**config.mk**
```make
export PLATFORM = sky130hd
export DESIGN_NAME = counter_updown_mod
export DESIGN_NICKNAME = d
export VERILOG_FILES = /design/src/rtl/counter_updown_mod.sv
export SDC_FILE = /design/constraint.sdc
export NUM_CORES = 1
export LEC_CHECK = 0
export ABC_AREA = 1
export CAP_MARGIN = 25
export CORE_MARGIN = 1
export CORE_UTILIZATION = 44
export CTS_CLUSTER_SIZE = 8
export DETAILED_ROUTE_END_ITERATION = 10
export PLACE_DENSITY_LB_ADDON = 0.2
export SLEW_MARGIN = 25
export SYNTH_ARGS = -nofsm -noshare
export SYNTH_HDL_FRONTEND = slang
export SYNTH_SLANG_ARGS = --single-unit
export TNS_END_PERCENT = 1
```
**constraint.sdc**
```tcl
create_clock -name clk -period 1.4 [get_ports clk]
set_clock_uncertainty 0.05 [all_clocks]
set_input_delay 0.14 -clock clk [delete_from_list [all_inputs] [get_ports clk]]
set_output_delay 0.14 -clock clk [all_outputs]
set_load 0.01 [all_outputs]
```
**src/rtl/counter_updown_mod.sv**
```systemverilog
// counter_updown_mod: parameterised up/down event counter with modulus MAX_COUNT.
// Features: synchronous clear and load, wrap/saturate boundary mode,
// a registered terminal-count pulse (tc) and a sticky boundary flag (ovf).
// Optional build macro COUNTER_PRESCALE_EN adds parameter PRESCALE and a divider
// so that only every PRESCALE-th enabled cycle steps the counter.
// Parameter limits: WIDTH >= 2, 1 <= MAX_COUNT <= 2**WIDTH-1, RESET_VAL <= MAX_COUNT.
`timescale 1ns/1ps

module counter_updown_mod #(
  parameter int unsigned     WIDTH     = 8,
  parameter longint unsigned MAX_COUNT = (64'd1 << WIDTH) - 64'd1,
  parameter longint unsigned RESET_VAL = 64'd0
`ifdef COUNTER_PRESCALE_EN
  ,
  parameter int unsigned     PRESCALE  = 4
`endif
) (
  input  logic             clk,
  input  logic             reset_n,
  input  logic             ena,
  input  logic             up,
  input  logic             sat,
  input  logic             clr,
  input  logic             load,
  input  logic [WIDTH-1:0] load_val,
  input  logic             clr_ovf,
  output logic [WIDTH-1:0] result,
  output logic             tc,
  output logic             ovf
);

  // Boundary and reset values narrowed to the counter width once, so every
  // compare below stays WIDTH bits wide.
  localparam logic [WIDTH-1:0] MAX_V = MAX_COUNT[WIDTH-1:0];
  localparam logic [WIDTH-1:0] RST_V = RESET_VAL[WIDTH-1:0];
  localparam logic [WIDTH-1:0] ONE_V = {{(WIDTH-1){1'b0}}, 1'b1};

  logic [WIDTH-1:0] result_reg;
  logic [WIDTH-1:0] result_next;
  logic             tc_reg;
  logic             ovf_reg;
  logic             ovf_next;
  logic             boundary;
  logic             step;

`ifdef COUNTER_PRESCALE_EN
  // A divider of at least one bit keeps PRESCALE=1 legal: its only state is 0,
  // so every enabled cycle is a tick, matching the undivided build.
  localparam int unsigned      DIV_W    = (PRESCALE > 1) ? $clog2(PRESCALE) : 1;
  localparam logic [DIV_W-1:0] DIV_LAST = DIV_W'(PRESCALE - 1);
  localparam logic [DIV_W-1:0] DIV_ONE  = DIV_W'(1);

  logic [DIV_W-1:0] div_reg;
  logic [DIV_W-1:0] div_next;
  logic             tick;

  assign tick = (div_reg == DIV_LAST);

  // Divider: restarts on clr/load, otherwise advances once per enabled cycle.
  always_comb begin
    div_next = div_reg;
    if (clr || load) begin
      div_next = '0;
    end else if (ena) begin
      div_next = tick ? '0 : (div_reg + DIV_ONE);
    end
  end

  // Divider state register.
  always_ff @(posedge clk or negedge reset_n) begin
    if (!reset_n) begin
      div_reg <= '0;
    end else begin
      div_reg <= div_next;
    end
  end

  assign step = ena & tick;
`else
  assign step = ena;
`endif

  // Next count: clr beats load beats a step. The boundary is detected by
  // comparing before stepping, so the add/subtract never wraps naturally.
  always_comb begin
    result_next = result_reg;
    boundary    = 1'b0;
    if (clr) begin
      result_next = '0;
    end else if (load) begin
      result_next = (load_val > MAX_V) ? MAX_V : load_val;
    end else if (step) begin
      if (up) begin
        if (result_reg == MAX_V) begin
          boundary    = 1'b1;
          result_next = sat ? MAX_V : '0;
        end else begin
          result_next = result_reg + ONE_V;
        end
      end else begin
        if (result_reg == '0) begin
          boundary    = 1'b1;
          result_next = sat ? '0 : MAX_V;
        end else begin
          result_next = result_reg - ONE_V;
        end
      end
    end
  end

  // Sticky flag: a boundary event in the same cycle overrides clr_ovf.
  always_comb begin
    ovf_next = boundary | (ovf_reg & ~clr_ovf);
  end

  // Output registers; tc mirrors the boundary event so it lines up with the
  // post-event count.
  always_ff @(posedge clk or negedge reset_n) begin
    if (!reset_n) begin
      result_reg <= RST_V;
      tc_reg     <= 1'b0;
      ovf_reg    <= 1'b0;
    end else begin
      result_reg <= result_next;
      tc_reg     <= boundary;
      ovf_reg    <= ovf_next;
    end
  end

  assign result = result_reg;
  assign tc     = tc_reg;
  assign ovf    = ovf_reg;

endmodule

```
==> metrics.csv, run 1 <==
stage,metric,value,unit
detailed_routing,remaining antenna violation count,0,
clocking,CTS H-tree lvls,1,
worst_setup_path,worst-path cell chain,inv_4 -> ha_4 -> nand3_4 -> nor2_4 -> nand2_2 -> nand2_2 -> inv_4 -> nand3_1 -> nand2_1 -> nand2_1 -> nand2_1,
timing,final worst-path cycle share,117.0,%
grt,met1 layer usage reported by global route,33.27,%
detailed_routing,number of iterations in the first detailed-routing pass,4,
finish,share of the core filled with cells in the final layout,73.79,%
finish,Post-Layout Cell Count,250,
worst_setup_path,dominant delay contributor by cell family on the critical path,simple AND/OR/NAND/NOR gates,
grt,met3 GRT Util,3.939,%
clocking,latest clock arrival within the worst-skew pair,0.27,ns
worst_setup_path,Crit Path Class,register to register,
finish,flip-flop count of the largest register after layout,8,
worst_setup_path,worst path buffer plus inverter count,2,
floorplanning,area of the core,2191,um2
clocking,Clock Tree Root,sky130_fd_sc_hd__clkbuf_4,
grt,overall track demand over capacity in global routing,27.87,%
floorplanning,floorplan row count,17,
placed_design,detailed placement HPWL,2.396,mm
clocking,number of buffers on the longest clock path,2,
status,violations in the final reports,negative setup slack,
placed_design,global placement routability congestion,0.9003,
grt,busiest metal layer after global routing,met2,
clocking,Post-CTS Hold Buffers,0,
status,result of the run,finished with violations,
finish,"Area growth, synth to finish",58.33,%
finish,fin nets,242,
timing,"crit path setup slack, layout",-0.2382,ns
clocking,Num CTS Buffers,3,
detailed_routing,total via count in the routed design,1309,
worst_setup_path,element type at the critical path end,register,
floorplanning,Top-Level Pins,26,
grt,remaining global-route overflow,0,
timing,Fin Hold WS,0.1403,ns
placed_design,worst setup slack after placement,-0.1098,ns
power_and_ir_drop,Leak Pwr,0.8181,nW
timing,Setup TNS,-1.358,ns
timing,Max-Slew Margin vs Limit,68.05,%
detailed_routing,Detailed Route Iter0 Violations,46,
synthesis,"Avg Cell Area, Syn",6.077,um2
timing,top achievable clock speed,610.4,MHz
grt,via count of the first global-routing pass,1251,
timing,total setup violations reported at the end of the flow,10,
synthesis,sequential share of the synthesized area,24.51,%
detailed_routing,post-DR wirelength/cell,12.78,um
detailed_routing,Detailed Route WL,3.195,mm
grt,global-route wire length before repair,5.244,mm
timing,unrepaired setup endpoints after global routing,yes,
worst_setup_path,kind of launch point of the worst setup path,register,
floorplanning,initial standard-cell utilization of the core,46.60,%
clocking,TritonCTS clock tree,done,
finish,fraction of layout cells with a size suffix above 1,29.28,%
synthesis,total number of yosys warnings,0,
timing,minimum clock period after layout,1.638,ns
worst_setup_path,Crit-path slowest cell,sky130_fd_sc_hd__dfrtp_2,
worst_setup_path,beginning of the critical path,result[0],
synthesis,"Net Count, Synth",187,
synthesis,netlist area before placement,1021,um2
worst_setup_path,FF-to-FF setup slack,-0.24,ns
floorplanning,die width,50.17,um
clocking,CTS sink cnt,10,
worst_setup_path,Most common cell on crit path,sky130_fd_sc_hd__nand2_1,
clocking,clock slew seen by the registers of the worst setup and hold paths,0.07,ns
worst_setup_path,WP data arrival,1.75,ns
timing,final max-slew violation count,0,
worst_setup_path,startpoint of the worst-slack reg-to-reg timing path,result[0],
worst_setup_path,data required time at the worst endpoint,1.51,ns
grt,global-route track usage on met2,48.89,%
worst_setup_path,stage delay of the slowest cell on the critical path,0.46,ns
worst_setup_path,maximum fanout count along the critical path,7,
timing,Least-Margin Pin Slew,0.4778,ns
detailed_routing,Vias/cell,5.236,
power_and_ir_drop,worst ir drop on vdd,0.5444,mV
synthesis,Synth Instances,168,
placed_design,count of buffers from port buffering,25,
detailed_routing,residual DRC count,0,
grt,antenna violations before repair,0,
placed_design,number of cells after detailed placement,243,
synthesis,number of library cell types mapped by synthesis,24,
floorplanning,floorplan die height,50.17,um
min_path,Tightest Hold Check Type,primary input to asynchronous set/reset pin,
synthesis,synthesis-stage register bit count,10,
power_and_ir_drop,Cell Pwr Density,734.7,nW/um2
flow_run,count of maximum capacitance violations,0,
timing,final hold vios,0,
floorplanning,Die Footprint,2517,um2
grt,maximum number of pins on one net before global-route repair,11,
finish,number of diodes added for antenna fixing,0,
## final timing paths
kind / end / cells past startpoint
min: ovf / 1
min reg2reg: ovf / 2
min in group clk: ovf / 2
max in group asynchronous: result[7] / 1
max: result[7] / 11
max reg2reg: result[7] / 11
## layout make-up
type	instances	area (um2)
clock buffers	4	36.28
fillers	169	574.3
inverters	17	68.82
multi-input cells	137	733.2
flip-flops and latches	10	260.3
well taps	28	35.03
repair buffers	54	483.0
## power breakdown
group          internal [mW]  switching [mW]  leakage, nW
Sequential             0.316          0.0475        0.121
Clock                  0.158           0.106       0.0210
Combinational          0.278           0.282        0.676
## what timing repair did
action | in CTS | in global routing
pin swaps | 1 | 3
buffers inserted | 2 | 1
setup endpoints to repair | 18 | 10
hold endpoints to repair | 0 | 0
gates resized for setup | 15 | 7
## placed cells by master (no fill, tap or decap), types with 2 or more instances in the layout
cell type | Yosys | routed
sky130_fd_sc_hd__nand2_1 | 69 | 67
sky130_fd_sc_hd__buf_4 | 0 | 27
sky130_fd_sc_hd__nand3_1 | 28 | 25
sky130_fd_sc_hd__clkdlybuf4s50_1 | 0 | 17
sky130_fd_sc_hd__nor2_1 | 13 | 12
sky130_fd_sc_hd__inv_1 | 14 | 11
sky130_fd_sc_hd__dlygate4sd2_1 | 0 | 8
sky130_fd_sc_hd__dfrtp_2 | 0 | 8
sky130_fd_sc_hd__nand2_2 | 3 | 5
sky130_fd_sc_hd__nor2_4 | 4 | 5
sky130_fd_sc_hd__o21ai_0 | 4 | 3
sky130_fd_sc_hd__clkbuf_4 | 0 | 3
sky130_fd_sc_hd__inv_2 | 1 | 2
sky130_fd_sc_hd__clkinv_1 | 2 | 2
sky130_fd_sc_hd__nor2_2 | 2 | 2
sky130_fd_sc_hd__inv_4 | 0 | 2
sky130_fd_sc_hd__o21ai_1 | 1 | 2
sky130_fd_sc_hd__xnor2_1 | 2 | 2
sky130_fd_sc_hd__nand4_1 | 2 | 2
sky130_fd_sc_hd__nand3_2 | 0 | 2
sky130_fd_sc_hd__ha_4 | 0 | 2
sky130_fd_sc_hd__dfrtp_1 | 10 | 2
sky130_fd_sc_hd__buf_12 | 0 | 2
## per-layer routing
layer  vias up  part of all wire, %
li1        641                    -
met1       605                   40
met2        55                   51
met3         8                  6.5
met4         0                  1.8
met5         -                    0
## cell usage after synthesis
| cell type | instances | area [um2] |
|---|---|---|
| sky130_fd_sc_hd__a21oi_1 | 1 | 5.000 |
| sky130_fd_sc_hd__a21oi_2 | 1 | 8.760 |
| sky130_fd_sc_hd__buf_2 | 1 | 5.000 |
| sky130_fd_sc_hd__buf_6 | 2 | 22.52 |
| sky130_fd_sc_hd__clkbuf_8 | 1 | 13.76 |
| sky130_fd_sc_hd__clkinv_1 | 2 | 7.510 |
| sky130_fd_sc_hd__dfrtp_1 | 10 | 250.2 |
| sky130_fd_sc_hd__ha_1 | 3 | 37.54 |
| sky130_fd_sc_hd__inv_1 | 14 | 52.55 |
| sky130_fd_sc_hd__inv_2 | 1 | 3.750 |
| sky130_fd_sc_hd__nand2_1 | 69 | 259.0 |
| sky130_fd_sc_hd__nand2_2 | 3 | 18.77 |
| sky130_fd_sc_hd__nand3_1 | 28 | 140.1 |
| sky130_fd_sc_hd__nand4_1 | 2 | 12.51 |
| sky130_fd_sc_hd__nor2_1 | 13 | 48.80 |
| sky130_fd_sc_hd__nor2_2 | 2 | 12.51 |
| sky130_fd_sc_hd__nor2_4 | 4 | 45.04 |
| sky130_fd_sc_hd__nor3_1 | 1 | 5.000 |
| sky130_fd_sc_hd__o21ai_0 | 4 | 20.02 |
| sky130_fd_sc_hd__o21ai_1 | 1 | 5.000 |
| sky130_fd_sc_hd__o22ai_2 | 1 | 12.51 |
| sky130_fd_sc_hd__or2_4 | 1 | 8.760 |
| sky130_fd_sc_hd__xnor2_1 | 2 | 17.52 |
| sky130_fd_sc_hd__xor2_1 | 1 | 8.760 |
## per-stage QoR
step | instance area (um2) | total power, mW
after floorplan | 1061 | 0.6485
after global placement | 1513 | 0.8774
after detailed placement | 1513 | 0.8871
after CTS | 1577 | 1.156
after global routing | 1617 | 1.274
final | 1617 | 1.188
## cells by family after synthesis
kind of cell	share of synthesized area, %
xor gates and xnor gates	2.574
AOI/OAI and AO/OA	5.024
DFF	24.51
adders and majority gates	3.677
and+or+nand+nor	53.92
buffers and inverters	10.29
No activity file was read; power rests on OpenSTA's default activity.
==> run 2, diff against run 1 <==
--- a/config.mk
+++ b/config.mk
@@ -7,9 +7,7 @@
 export LEC_CHECK = 0
 export ABC_AREA = 1
 export CAP_MARGIN = 25
-export CORE_MARGIN = 1
 export CORE_UTILIZATION = 44
-export CTS_CLUSTER_SIZE = 8
 export DETAILED_ROUTE_END_ITERATION = 10
 export PLACE_DENSITY_LB_ADDON = 0.2
 export SLEW_MARGIN = 25
==> results of run 2 <==
No change in the layout: final DEF, timing and power equal those of run 1.
==> run 3, diff against run 2 <==
--- a/config.mk
+++ b/config.mk
@@ -9,6 +9,7 @@
 export CAP_MARGIN = 25
 export CORE_UTILIZATION = 44
 export DETAILED_ROUTE_END_ITERATION = 10
+export GPL_TIMING_DRIVEN = 0
 export PLACE_DENSITY_LB_ADDON = 0.2
 export SLEW_MARGIN = 25
 export SYNTH_ARGS = -nofsm -noshare
==> run 3 against run 2 <==
The flow still finishes with violations (negative setup slack). Sequential share of layout area up 1.3 points. Worst hold slack worse by 0.018 ns. Fmax increased by 2.4%. Critical endpoint is now result[2]. Clock power barely moved. Combinational power fell by 11%. Utilization is 6.7 points lower. Critical path depth down 2.
==> metrics.csv, run 3 (same netlist as run 1, synthesis figures left out) <==
stage,metric,value,unit,change
status,result of the run,finished with violations,,
status,violations in the final reports,negative setup slack,,
detailed_routing,Detailed Route Iter0 Violations,28,,-39%
finish,share of the core filled with cells in the final layout,67.10,%,-6.7 points
finish,post-route cell area,1470,um2,-9.1%
worst_setup_path,stage delay of the slowest cell on the critical path,0.47,ns,about the same
grt,antenna violations before repair,0,,unchanged
floorplanning,Die Footprint,2517,um2,unchanged
worst_setup_path,Most common cell on crit path,sky130_fd_sc_hd__nand2_1,,
clocking,CTS H-tree lvls,1,,unchanged
clocking,Clock Tree Root,sky130_fd_sc_hd__clkbuf_4,,
detailed_routing,Vias/cell,5.351,,+2.2%
finish,"Area growth, synth to finish",44.00,%,
detailed_routing,number of iterations in the first detailed-routing pass,4,,unchanged
clocking,latest clock arrival within the worst-skew pair,0.27,ns,about the same
detailed_routing,remaining antenna violation count,0,,unchanged
power_and_ir_drop,worst ir drop on vdd,0.7193,mV,+32%
clocking,CTS sink cnt,10,,unchanged
worst_setup_path,capture point of the worst reg-to-reg path,result[2],,
worst_setup_path,worst-path cell chain,ha_4 -> nand2_4 -> nor2_4 -> a21oi_4 -> o21ai_1 -> nand3_2 -> nand2_1 -> nand2_1 -> nand2_1,,
floorplanning,floorplan die height,50.17,um,unchanged
floorplanning,initial standard-cell utilization of the core,46.60,%,unchanged
timing,Max-Slew Margin vs Limit,62.97,%,-5.1 points
placed_design,count of buffers from port buffering,25,,unchanged
worst_setup_path,kind of launch point of the worst setup path,register,,
worst_setup_path,startpoint of the worst-slack reg-to-reg timing path,result[0],,
grt,maximum number of pins on one net before global-route repair,11,,unchanged
worst_setup_path,maximum fanout count along the critical path,7,,unchanged
finish,"commonest non-fill, non-tap cell in the layout",sky130_fd_sc_hd__nand2_1,,
timing,unrepaired setup endpoints after global routing,yes,,
floorplanning,die width,50.17,um,unchanged
worst_setup_path,Crit Path Class,register to register,,
detailed_routing,residual DRC count,0,,unchanged
timing,"crit path setup slack, layout",-0.1999,ns,+0.03830 ns
timing,top achievable clock speed,625.1,MHz,+2.4%
clocking,clock slew seen by the registers of the worst setup and hold paths,0.07,ns,about the same
grt,global-route wire length before repair,4.761,mm,-9.2%
flow_run,count of maximum capacitance violations,0,,unchanged
floorplanning,area of the core,2191,um2,unchanged
min_path,Tightest Hold Check Type,primary input to asynchronous set/reset pin,,
worst_setup_path,data required time at the worst endpoint,1.51,ns,about the same
timing,total setup violations reported at the end of the flow,10,,unchanged
grt,remaining global-route overflow,0,,unchanged
placed_design,global placement routability congestion,0.8353,,-7.2%
grt,via count of the first global-routing pass,1117,,-11%
worst_setup_path,WP data arrival,1.71,ns,-0.04 ns
timing,final max-slew violation count,0,,unchanged
worst_setup_path,Worst R2R Path Depth,9,,-2
floorplanning,floorplan row count,17,,unchanged
worst_setup_path,FF-to-FF setup slack,-0.20,ns,+0.04 ns
worst_setup_path,element type at the critical path end,register,,
timing,final hold vios,0,,unchanged
finish,fraction of layout cells with a size suffix above 1,21.67,%,-7.6 points
timing,final worst-path cycle share,114.3,%,-2.7 points
grt,overall track demand over capacity in global routing,25.38,%,-2.5 points
detailed_routing,post-DR wirelength/cell,12.93,um,+1.1%
placed_design,total placed instance area,1346,um2,-11%
timing,minimum clock period after layout,1.600,ns,-0.03830 ns
detailed_routing,total via count in the routed design,1236,,-5.6%
power_and_ir_drop,Leak Pwr,0.7440,nW,-9.1%
finish,fin nets,223,,-7.9%
finish,flip-flop count of the largest register after layout,8,,unchanged
detailed_routing,Detailed Route WL,2.986,mm,-6.5%
clocking,Num CTS Buffers,3,,unchanged
worst_setup_path,Crit-path slowest cell,sky130_fd_sc_hd__dfrtp_2,,
finish,fill cell count,196,,+16%
clocking,number of buffers on the longest clock path,2,,unchanged
timing,Setup TNS,-1.390,ns,-0.03152 ns
clocking,TritonCTS clock tree,done,,
floorplanning,Top-Level Pins,26,,unchanged
finish,number of diodes added for antenna fixing,0,,unchanged
timing,Least-Margin Pin Slew,0.5524,ns,+0.07458 ns
placed_design,detailed placement HPWL,2.037,mm,-15%
finish,"leading cell types in the layout, fill and taps excluded","sky130_fd_sc_hd__nand2_1, sky130_fd_sc_hd__nand3_1, sky130_fd_sc_hd__clkdlybuf4s50_1",,
power_and_ir_drop,Cell Pwr Density,762.4,nW/um2,+3.8%
run 3: cell count changes in the layout (fill, tap and decap cells not counted), sizes merged:
cell	change
buf	-20
clkdlybuf4s50	+1
dlymetal6s2s	+1
clkbuf	+1
dlygate4sd2	-2
run 3: final cells by class:
type,count,area (um2),area share (%)
multi-input cells,137,744.5,50.64
repair buffers,31,290.3,19.74
flip-flops and latches,10,256.5,17.45
inverters,17,66.31,4.511
plain buffers,4,41.29,2.809
clock buffers,4,36.28,2.468
well taps,28,35.03,2.383
run 3: how the worst max path moves through the flow:
stage / from / to / slack (ns) / depth (start not counted)
final: result[0] / result[2] / -0.20 / 9
after global routing: result[2] / result[7] / -0.25 / 11
after CTS: result[0] / result[2] / -0.17 / 11
after detailed placement: load / result[2] / -0.45 / 5
after global placement: load / result[0] / -0.39 / 5
after floorplan: result[1] / result[3] / -0.02 / 10
run 3: what timing repair did:
item | 4_1_cts | 5_1_grt
setup buffers | 4 | 2
gates resized for setup | 16 | 4
hold buffers | 0 | 0
pin swaps | 6 | 8
endpoints found under the setup margin | 16 | 11
run 3: routing by layer:
metal  wire length, um  share of wire [%]  vias to the layer above  global-route usage, %
met5                 0                  0                        -                      0
met3               205                6.9                        6                  5.152
met2              1515                 51                       56                  44.22
met1              1206                 40                      575                  29.55
met4                59                2.0                        0                  11.43
li1                  -                  -                      599                      -
run 3: power by group:
| group | switching, mW | leakage, nW | total (mW) | internal (mW) |
|---|---|---|---|---|
| sequential | 0.0380 | 0.126 | 0.352 | 0.314 |
| combinational | 0.272 | 0.597 | 0.501 | 0.230 |
| clock | 0.109 | 0.0210 | 0.267 | 0.158 |
| total | 0.419 | 0.744 | 1.12 | 0.702 |
run 3: metrics by stage:
stage	std cells	setup slack (ns)	hold WS, ns	power, mW
after detailed placement	221	-0.4517	0.4298	0.8101
after global routing	231	-0.2497	0.1607	1.198
after floorplan	168	-0.02039	-0.2056	0.6485
final	231	-0.1999	0.1226	1.121
after CTS	229	-0.1713	0.1289	1.105
after global placement	221	-0.3892	0.4332	0.7994
run 3: worst max-delay path, delay by kind of cell, from the launching register on:
family	cells	cell delay, ns
AND/OR/NAND/NOR	6	0.43
adder cells (fa/ha/maj)	1	0.19
AO/OA/AOI/OAI	2	0.36
flip-flops	1	0.47
